===== config.mk =====
export PLATFORM = sky130hd
export DESIGN_NAME = rp_8bit_fetch_tracer
export DESIGN_NICKNAME = d
export VERILOG_FILES = /design/src/rtl/rp_8bit_fetch_tracer.sv
export SDC_FILE = /design/constraint.sdc
export NUM_CORES = 1
export LEC_CHECK = 0
export BUFFER_PORTS_ARGS = -buffer_cell sky130_fd_sc_hd__buf_2
export CAP_MARGIN = 20
export CORE_MARGIN = 4
export CORE_UTILIZATION = 29
export CTS_BUF_LIST = sky130_fd_sc_hd__clkbuf_8
export CTS_CLUSTER_DIAMETER = 40
export CTS_CLUSTER_SIZE = 8
export DETAILED_ROUTE_END_ITERATION = 10
export PLACE_DENSITY_LB_ADDON = 0.12
export REMOVE_ABC_BUFFERS = 1
export SETUP_SLACK_MARGIN = 0.1
export SYNTH_ARGS = -nofsm -noshare
export SYNTH_HDL_FRONTEND = slang
export SYNTH_SLANG_ARGS = --single-unit

===== constraint.sdc =====
create_clock -name clk -period 5.85 [get_ports clk]
set_input_delay 0.2925 -clock clk [delete_from_list [all_inputs] [get_ports clk]]
set_output_delay 0.2925 -clock clk [all_outputs]
set_load 0.01 [all_outputs]

===== src/rtl/rp_8bit_fetch_tracer.sv =====
// Fetch-side instruction tracer for the rp8 core: captures accepted program words,
// joins AVR two-word instructions into one 32-bit entry and queues them for a trace consumer.
module rp_8bit_fetch_tracer #(
    parameter int PAW   = 11,
    parameter int DEPTH = 8,
    parameter int CNTW  = 16
) (
    input  logic                     clk,
    input  logic                     rst_n,
    input  logic [PAW-1:0]           pmem_adr,
    input  logic [15:0]              pmem_dat,
    input  logic                     pmem_vld,
    input  logic                     flush,
    output logic                     trc_vld,
    input  logic                     trc_rdy,
    output logic [PAW-1:0]           trc_pc,
    output logic [31:0]              trc_code,
    output logic                     trc_len,
    output logic                     trc_err,
    output logic [$clog2(DEPTH):0]   fifo_cnt,
    output logic [CNTW-1:0]          drop_cnt
);
    localparam int PTRW = $clog2(DEPTH);
    localparam int CW   = PTRW + 1;
    localparam int EW   = PAW + 34;

    typedef enum logic [0:0] {
        IDLE  = 1'b0,
        WAIT2 = 1'b1
    } state_t;

    // LDS/STS: 1001_00??_????_0000, JMP/CALL: 1001_010?_????_11??
    function automatic logic is_two_word(input logic [15:0] w);
        return ((w[15:10] == 6'b100100) && (w[3:0] == 4'b0000)) ||
               ((w[15:9] == 7'b1001010) && (w[3:2] == 2'b11));
    endfunction

    state_t              state_q, state_d;
    logic [PAW-1:0]      pc0_q, pc0_d;
    logic [15:0]         w0_q, w0_d;
    logic [EW-1:0]       mem_q [DEPTH];
    logic [EW-1:0]       mem_d [DEPTH];
    logic [PTRW-1:0]     wr_q, wr_d, rd_q, rd_d;
    logic [CW-1:0]       cnt_q, cnt_d;
    logic [CNTW-1:0]     drop_q, drop_d;
    logic [EW-1:0]       head_q, head_d;
    logic                vld_q, vld_d;

    logic                push_s, flush_drop_s, idle_path_s;
    logic [EW-1:0]       entry_s;
    logic                pop_s, full_s, acc_s, ovf_s;
    logic [CNTW:0]       drop_sum_s;

    // Instruction assembly: a flush in WAIT2 discards w0 and lets the current word start afresh.
    always_comb begin
        state_d      = state_q;
        pc0_d        = pc0_q;
        w0_d         = w0_q;
        push_s       = 1'b0;
        entry_s      = '0;
        flush_drop_s = (state_q == WAIT2) && flush;
        idle_path_s  = pmem_vld && ((state_q == IDLE) || flush);
        if (idle_path_s && is_two_word(pmem_dat)) begin
            pc0_d   = pmem_adr;
            w0_d    = pmem_dat;
            state_d = WAIT2;
        end else if (idle_path_s) begin
            push_s  = 1'b1;
            entry_s = {pmem_adr, pmem_dat, 16'h0000, 1'b0, 1'b0};
            state_d = IDLE;
        end else if (pmem_vld) begin
            push_s  = 1'b1;
            entry_s = {pc0_q, w0_q, pmem_dat, 1'b1, (pmem_adr != (pc0_q + PAW'(1)))};
            state_d = IDLE;
        end else if (flush) begin
            state_d = IDLE;
        end else begin
            state_d = state_q;
        end
    end

    // FIFO bookkeeping; the head register is loaded from the post-write array so a push
    // into an empty FIFO becomes visible on the very next cycle.
    always_comb begin
        pop_s      = vld_q && trc_rdy;
        full_s     = (cnt_q == CW'(DEPTH));
        acc_s      = push_s && (!full_s || pop_s);
        ovf_s      = push_s && full_s && !pop_s;
        mem_d      = mem_q;
        mem_d[wr_q] = acc_s ? entry_s : mem_q[wr_q];
        wr_d       = wr_q + PTRW'(acc_s);
        rd_d       = rd_q + PTRW'(pop_s);
        cnt_d      = cnt_q + CW'(acc_s) - CW'(pop_s);
        drop_sum_s = {1'b0, drop_q} + (CNTW+1)'(flush_drop_s) + (CNTW+1)'(ovf_s);
        drop_d     = drop_sum_s[CNTW] ? {CNTW{1'b1}} : drop_sum_s[CNTW-1:0];
        vld_d      = (cnt_d != '0);
        head_d     = vld_d ? mem_d[rd_d] : head_q;
    end

    // State and storage registers.
    always_ff @(posedge clk or negedge rst_n) begin
        if (!rst_n) begin
            state_q <= IDLE;
            pc0_q   <= '0;
            w0_q    <= '0;
            mem_q   <= '{default: '0};
            wr_q    <= '0;
            rd_q    <= '0;
            cnt_q   <= '0;
            drop_q  <= '0;
            head_q  <= '0;
            vld_q   <= 1'b0;
        end else begin
            state_q <= state_d;
            pc0_q   <= pc0_d;
            w0_q    <= w0_d;
            mem_q   <= mem_d;
            wr_q    <= wr_d;
            rd_q    <= rd_d;
            cnt_q   <= cnt_d;
            drop_q  <= drop_d;
            head_q  <= head_d;
            vld_q   <= vld_d;
        end
    end

    assign trc_vld  = vld_q;
    assign trc_pc   = head_q[EW-1 -: PAW];
    assign trc_code = head_q[33:2];
    assign trc_len  = head_q[1];
    assign trc_err  = head_q[0];
    assign fifo_cnt = cnt_q;
    assign drop_cnt = drop_q;

endmodule

# Yosys cells after proc, flatten, opt, wreduce, memory -nomap -nowiden
# Index checks and enable logic that the tools add are counted.
dict set report totals {
  wordCells 74
  output_inout_bits 66
  input_bits 32
  reg_bits 460
}
dict set report classes {
  reduce_logical 18
  magnitude_cmp 3
  bitwise_logic 3
  add_sub_neg 7
  eq_ne 5
  mux 21
}
# cell count
set op_table {}
lappend op_table {{45-bit two-way mux} 9}
lappend op_table {{360-bit bitwise mux} 1}
lappend op_table {{45-bit binary-select mux with 3-bit select} 2}
lappend op_table {{45-bit demux with 3-bit select} 1}
lappend op_table {{16-bit by 1-bit adder with 17-bit output} 1}
lappend op_table {{17-bit by 1-bit adder with 17-bit output} 1}
lappend op_table {{16-bit two-way mux} 1}
lappend op_table {{11-bit by 1-bit adder with 11-bit output, second input constant} 1}
lappend op_table {{11-bit inequality test} 1}
lappend op_table {{1-bit logical AND} 10}
lappend op_table {{4-bit greater-or-equal comparator, second input constant} 2}
lappend op_table {{3-bit NOT with 4-bit output} 2}
lappend op_table {{4-bit nonzero test} 2}
lappend op_table {{7-bit == test, second input constant} 1}
lappend op_table {{1-bit two-way mux} 7}
lappend op_table {{3-bit by 1-bit adder with 3-bit output} 2}
lappend op_table {{6-bit == test, second input constant} 1}
lappend op_table {{4-bit by 1-bit adder with 4-bit output} 1}
lappend op_table {{4-bit == test, second input constant} 1}
lappend op_table {{4-bit logical NOT} 1}
lappend op_table {{4-bit by 1-bit less-than comparator with 1-bit output, second input constant} 1}
lappend op_table {{4-bit by 1-bit subtractor with 4-bit output} 1}
lappend op_table {{1-bit logical OR} 3}
lappend op_table {{2-bit == test, second input constant} 1}
lappend op_table {{other kinds (2)} 3}

# Longest topological paths before layout
dict set report logic_depth {
  ltp_word 11
  ltp_mapped 21
  mapped_depth_nobuf 16
}

# Least setup slack after synthesis
# No wires, ideal clock.
dict set report synth_path {
  path_kind {reg2reg}
  start {reg cnt_q[2], in the netlist fifo_cnt[2]}
  end {reg head_q[25]}
  setup_ns 0.086
  arrival_ns 4.230
  required_time_ns 5.764
  slack_ns 1.534
  period_less_slack_ns 4.316
  stages_incl_launch_ff 22
  path_buffers 5
  path_cell_list {dfrtp_1 -> inv_1 -> ha_1 -> a21oi_1 -> o21a_1 -> buf_4 -> inv_2 -> buf_6 -> buf_4 -> ha_1 -> inv_1 -> ha_1 -> inv_1 -> fa_1 -> inv_1 -> nor4_1 -> clkinv_1 -> nand2b_1 -> clkbuf_1 -> buf_1 -> a211oi_1 -> nor3_1}
}
dict set report synth_via {
  word_cells_on_any_way 12
  cone_classes {2 x add/sub; 1 x eq/ne; 5 x mux; 4 x reduce/logical}
}
# item line_no
set synth_rtl {}
lappend synth_rtl {{start, declared} 44} ;# logic [CW-1:0] cnt_q, cnt_d;
lappend synth_rtl {{start signal, assigned} 120} ;# cnt_q <= cnt_d;
lappend synth_rtl {{4-bit == test} 86} ;# full_s = (cnt_q == CW'(DEPTH));
lappend synth_rtl {{1-bit logical NOT} 87} ;# acc_s = push_s && (!full_s || pop_s);
lappend synth_rtl {{1-bit logical OR} 87}
lappend synth_rtl {{1-bit logical AND} 87}
lappend synth_rtl {{4-bit by 1-bit adder with 4-bit output} 93} ;# cnt_d = cnt_q + CW'(acc_s) - CW'(pop_s);
lappend synth_rtl {{4-bit by 1-bit subtractor with 4-bit output} 93}
lappend synth_rtl {{via cnt_d[1]} 44}
lappend synth_rtl {{4-bit nonzero test} 96} ;# vld_d = (cnt_d != '0);
lappend synth_rtl {{end signal, assigned} 111} ;# head_q <= '0;
lappend synth_rtl {{end signal, assigned} 122} ;# head_q <= head_d;
lappend synth_rtl {{end, declared} 46} ;# logic [EW-1:0] head_q, head_d;
# The timed path passes the listed nets, and every way through them passes these cells. The select of a mux whose other input is x is not followed.
# A chain may end at the register's enable or synchronous reset.

# Worst setup path after layout
dict set report layout_path {
  start {reg cnt_q[2], in the netlist fifo_cnt[2]}
  end {reg head_q[40]}
}
# The elaborated chain is that of the path after synthesis.

==> impl_metrics.csv <==
group,metric,value,unit
outcome,status,"complete, no violations",
place,dp_hpwl,58500,um
synthesis,async_flop_share,1.00,
sta,finalMaxSlewViolations,0,
route,routed_wl,97000,um
synthesis,synth.ff_latch_count,460,
clock_tree,cts.path.max_buffers,3,
critical_path,r2r-start,"fifo_cnt[2]",
hold_path,min_to,"drop_cnt[0]",
final_layout,ff_latch_area,11500,um2
route,drt_iter0_markers,1622,
critical_path,path_max_fanout,22,
critical_path,r2r_end,"head_q[40]",
route,vias,20500,
die,dieHeight,294,um
sta,skew,0.0347,ns
final_layout,finalNetCount,2622,
flow_run,maxCapViolCount,0,
route,ant_nets,0,
sta,rsz0062_at_grt,"no",
place,portBuffers,97,
die,die_w,294,um
synthesis,ys_types,83,
route,drcViolationCount,0,
final_layout,multi_input_area,11400,um2
die,row_count,104,
grt,grt_usage,0.222,
sta,fin_tns_setup,0,ns
grt,grt_pass1_vias,21000,
grt,grt_overflow_total,0,
grt,grt_first_pass_wirelength,144000,um
clock_tree,htreeDepth,3,
sta,finalCritPeriodShare,0.777,
clock_tree,root_buffer,"clkbuf_8",
synthesis,yosysWarnings,0,
critical_path,rrSetupSlack,1.31,ns
die,core_area,80900,um2
critical_path,crit_path_end_kind,"flop",
critical_path,worstSetupStartpoint,"fifo_cnt[2]",
synthesis,syn_inst,2499,
synthesis,synth_area,23800,um2
synthesis,synth_top_flop_cell,"dfrtp_1",
sta,setup_violations,0,
critical_path,critPathArrivalTime,5.18,ns
power,power_density,718,nW/um2
critical_path,rr_worst_depth,17,
grt,grt_max_degree,152,
clock_tree,cts_tree,"yes",
hold_path,holdPathStages,4,
sta,fin_crit,4.54,ns
final_layout,final_area,28000,um2
grt,antenna_found_initial,5,
sta,slew-limit-headroom,0.282,
critical_path,path_class,"reg -> reg",
die,initial_core_util,0.294,
sta,hold_violations,0,
place,gp_congestion,0.813,
hold_path,hold_path.startpoint,"flush",
final_layout,syn_to_final_growth,17.6,%
route,viasPerCell,5.52,
critical_path,cp_data_required_time,6.48,ns
power,p_leak,12.6,nW
sta,tightestPinTransition,1.07,ns
route,dr.pass1.iters,7,
final_layout,layout_commonest_cell,"nand2_1",
sta,fmax,0.220,GHz
sta,holdWs,0.123,ns
hold_path,min_path_type,"in -> reg",
power,power.total,20.1,mW
clock_tree,post_cts_resized,0,
final_layout,fillers,8235,
clock_tree,clkTransAtPathRegs,0.07,ns
synthesis,yosysSeqAreaShare,0.484,
route,wl_per_cell,26.1,um
clock_tree,cts_num_sinks,460,
power,ir_worst_vdd,492,uV
final_layout,drive_gt1_frac,0.197,
clock_tree,numCtsBuffers,99,
place,post_dp_cell_area,25300,um2
die,die_area,86700,um2
final_layout,mostFrequentLayoutCells,"nand2_1 (669), dfrtp_1 (457), o21ai_0 (166)",
die,io_pins,98,
synthesis,synth_edf_count,0,
clock_tree,clock_latency,0.71,ns
synthesis,syn_avg_cell_area,9.52,um2
critical_path,worstSetupStartpointType,"flop",
power by group:
part	switching, mW	leakage, nW	total, mW	internal (mW)
sequential	1.07	5.74	5.71	4.64
combinational	6.36	5.55	10.0	3.69
clock	1.69	1.27	4.32	2.63
total	9.11	12.6	20.1	11.0
flip-flops by register name, summed over array words and instances, names as in the netlist:
signal and flops:
w0_q 16, pc0_q 11, state_q 1, wr_q 3, drop_cnt 16, head_q 45, fifo_cnt 4, mem_q 360
trc_vld 1, rd_q 3
metrics by stage:
stage	util	worst slack [ns]	instances
3_5_place_dp	0.313	1.06	3515
2_1_floorplan	-	-2.62	2295
4_1_cts	0.346	1.31	3718
6_report	0.346	1.31	3719
5_1_grt	0.346	1.04	3719
3_3_place_gp	0.313	1.03	3515
critical path: stages, from the launching register on:
cell      delay (ns)
dfrtp_1         0.34
inv_1           0.06
ha_1            0.24
a21oi_1         0.42
o21a_4          0.46
inv_2           0.07
ha_1            0.29
inv_1           0.06
ha_1            0.15
inv_1           0.06
fa_1            0.49
inv_1           0.06
nor4_2          0.35
inv_2           0.17
nand2b_2        0.55
buf_4           0.37
o22a_1          0.18
o21a_1          0.11
worst max path at each step:
stage	to	slack, ns	depth (start not counted)
6_report	head_q[40]	1.31	17
5_1_grt	head_q[40]	1.04	17
4_1_cts	head_q[40]	1.31	17
3_5_place_dp	head_q[40]	1.06	17
3_3_place_gp	head_q[40]	1.03	17
2_1_floorplan	head_q[23]	-2.62	15
logic make-up after synthesis:
logic type	share of synthesized area
compound gates	0.184
fa+ha+maj	0.00747
simple gates	0.171
mux	0.102
xor+xnor	0.00957
flops	0.484
buf+inv	0.0423
routing by layer:
| metal | track usage | share of wire |
|---|---|---|
| met5 | 0 | 0.00013 |
| met4 | 0.0761 | 0.029 |
| met3 | 0.0325 | 0.059 |
| met2 | 0.358 | 0.46 |
| met1 | 0.308 | 0.45 |
Yosys cell counts, types with 16 or more instances:
cell / n / area share
nand2_1: 675 / 0.11
dfrtp_1: 460 / 0.48
o21ai_0: 166 / 0.035
a21oi_1: 156 / 0.033
nor2_1: 139 / 0.022
clkbuf_1: 122 / 0.019
nand3_1: 68 / 0.014
mux4_2: 66 / 0.062
a221oi_1: 53 / 0.020
a22oi_1: 53 / 0.017
mux2_2: 52 / 0.025
buf_2: 43 / 0.0090
a211oi_1: 35 / 0.011
mux2i_1: 32 / 0.013
a311oi_1: 25 / 0.0092
and3_1: 20 / 0.0053
o22ai_1: 16 / 0.0042
cell type report:
type / instances / area share
inverters: 15 / 0.00210
clock inverters: 66 / 0.0298
repair buffers: 181 / 0.0448
well taps: 1060 / 0.0474
multi-input cells: 1820 / 0.407
clock buffers: 116 / 0.0571
flip-flops and latches: 460 / 0.412
diodes: 1 / 0.0000895
repair_timing:
action	in CTS	in global routing
hold buffers	21	0
setup buffers	0	0
hold endpoints to repair	105	0
No activity file was read; power rests on OpenSTA's default activity.
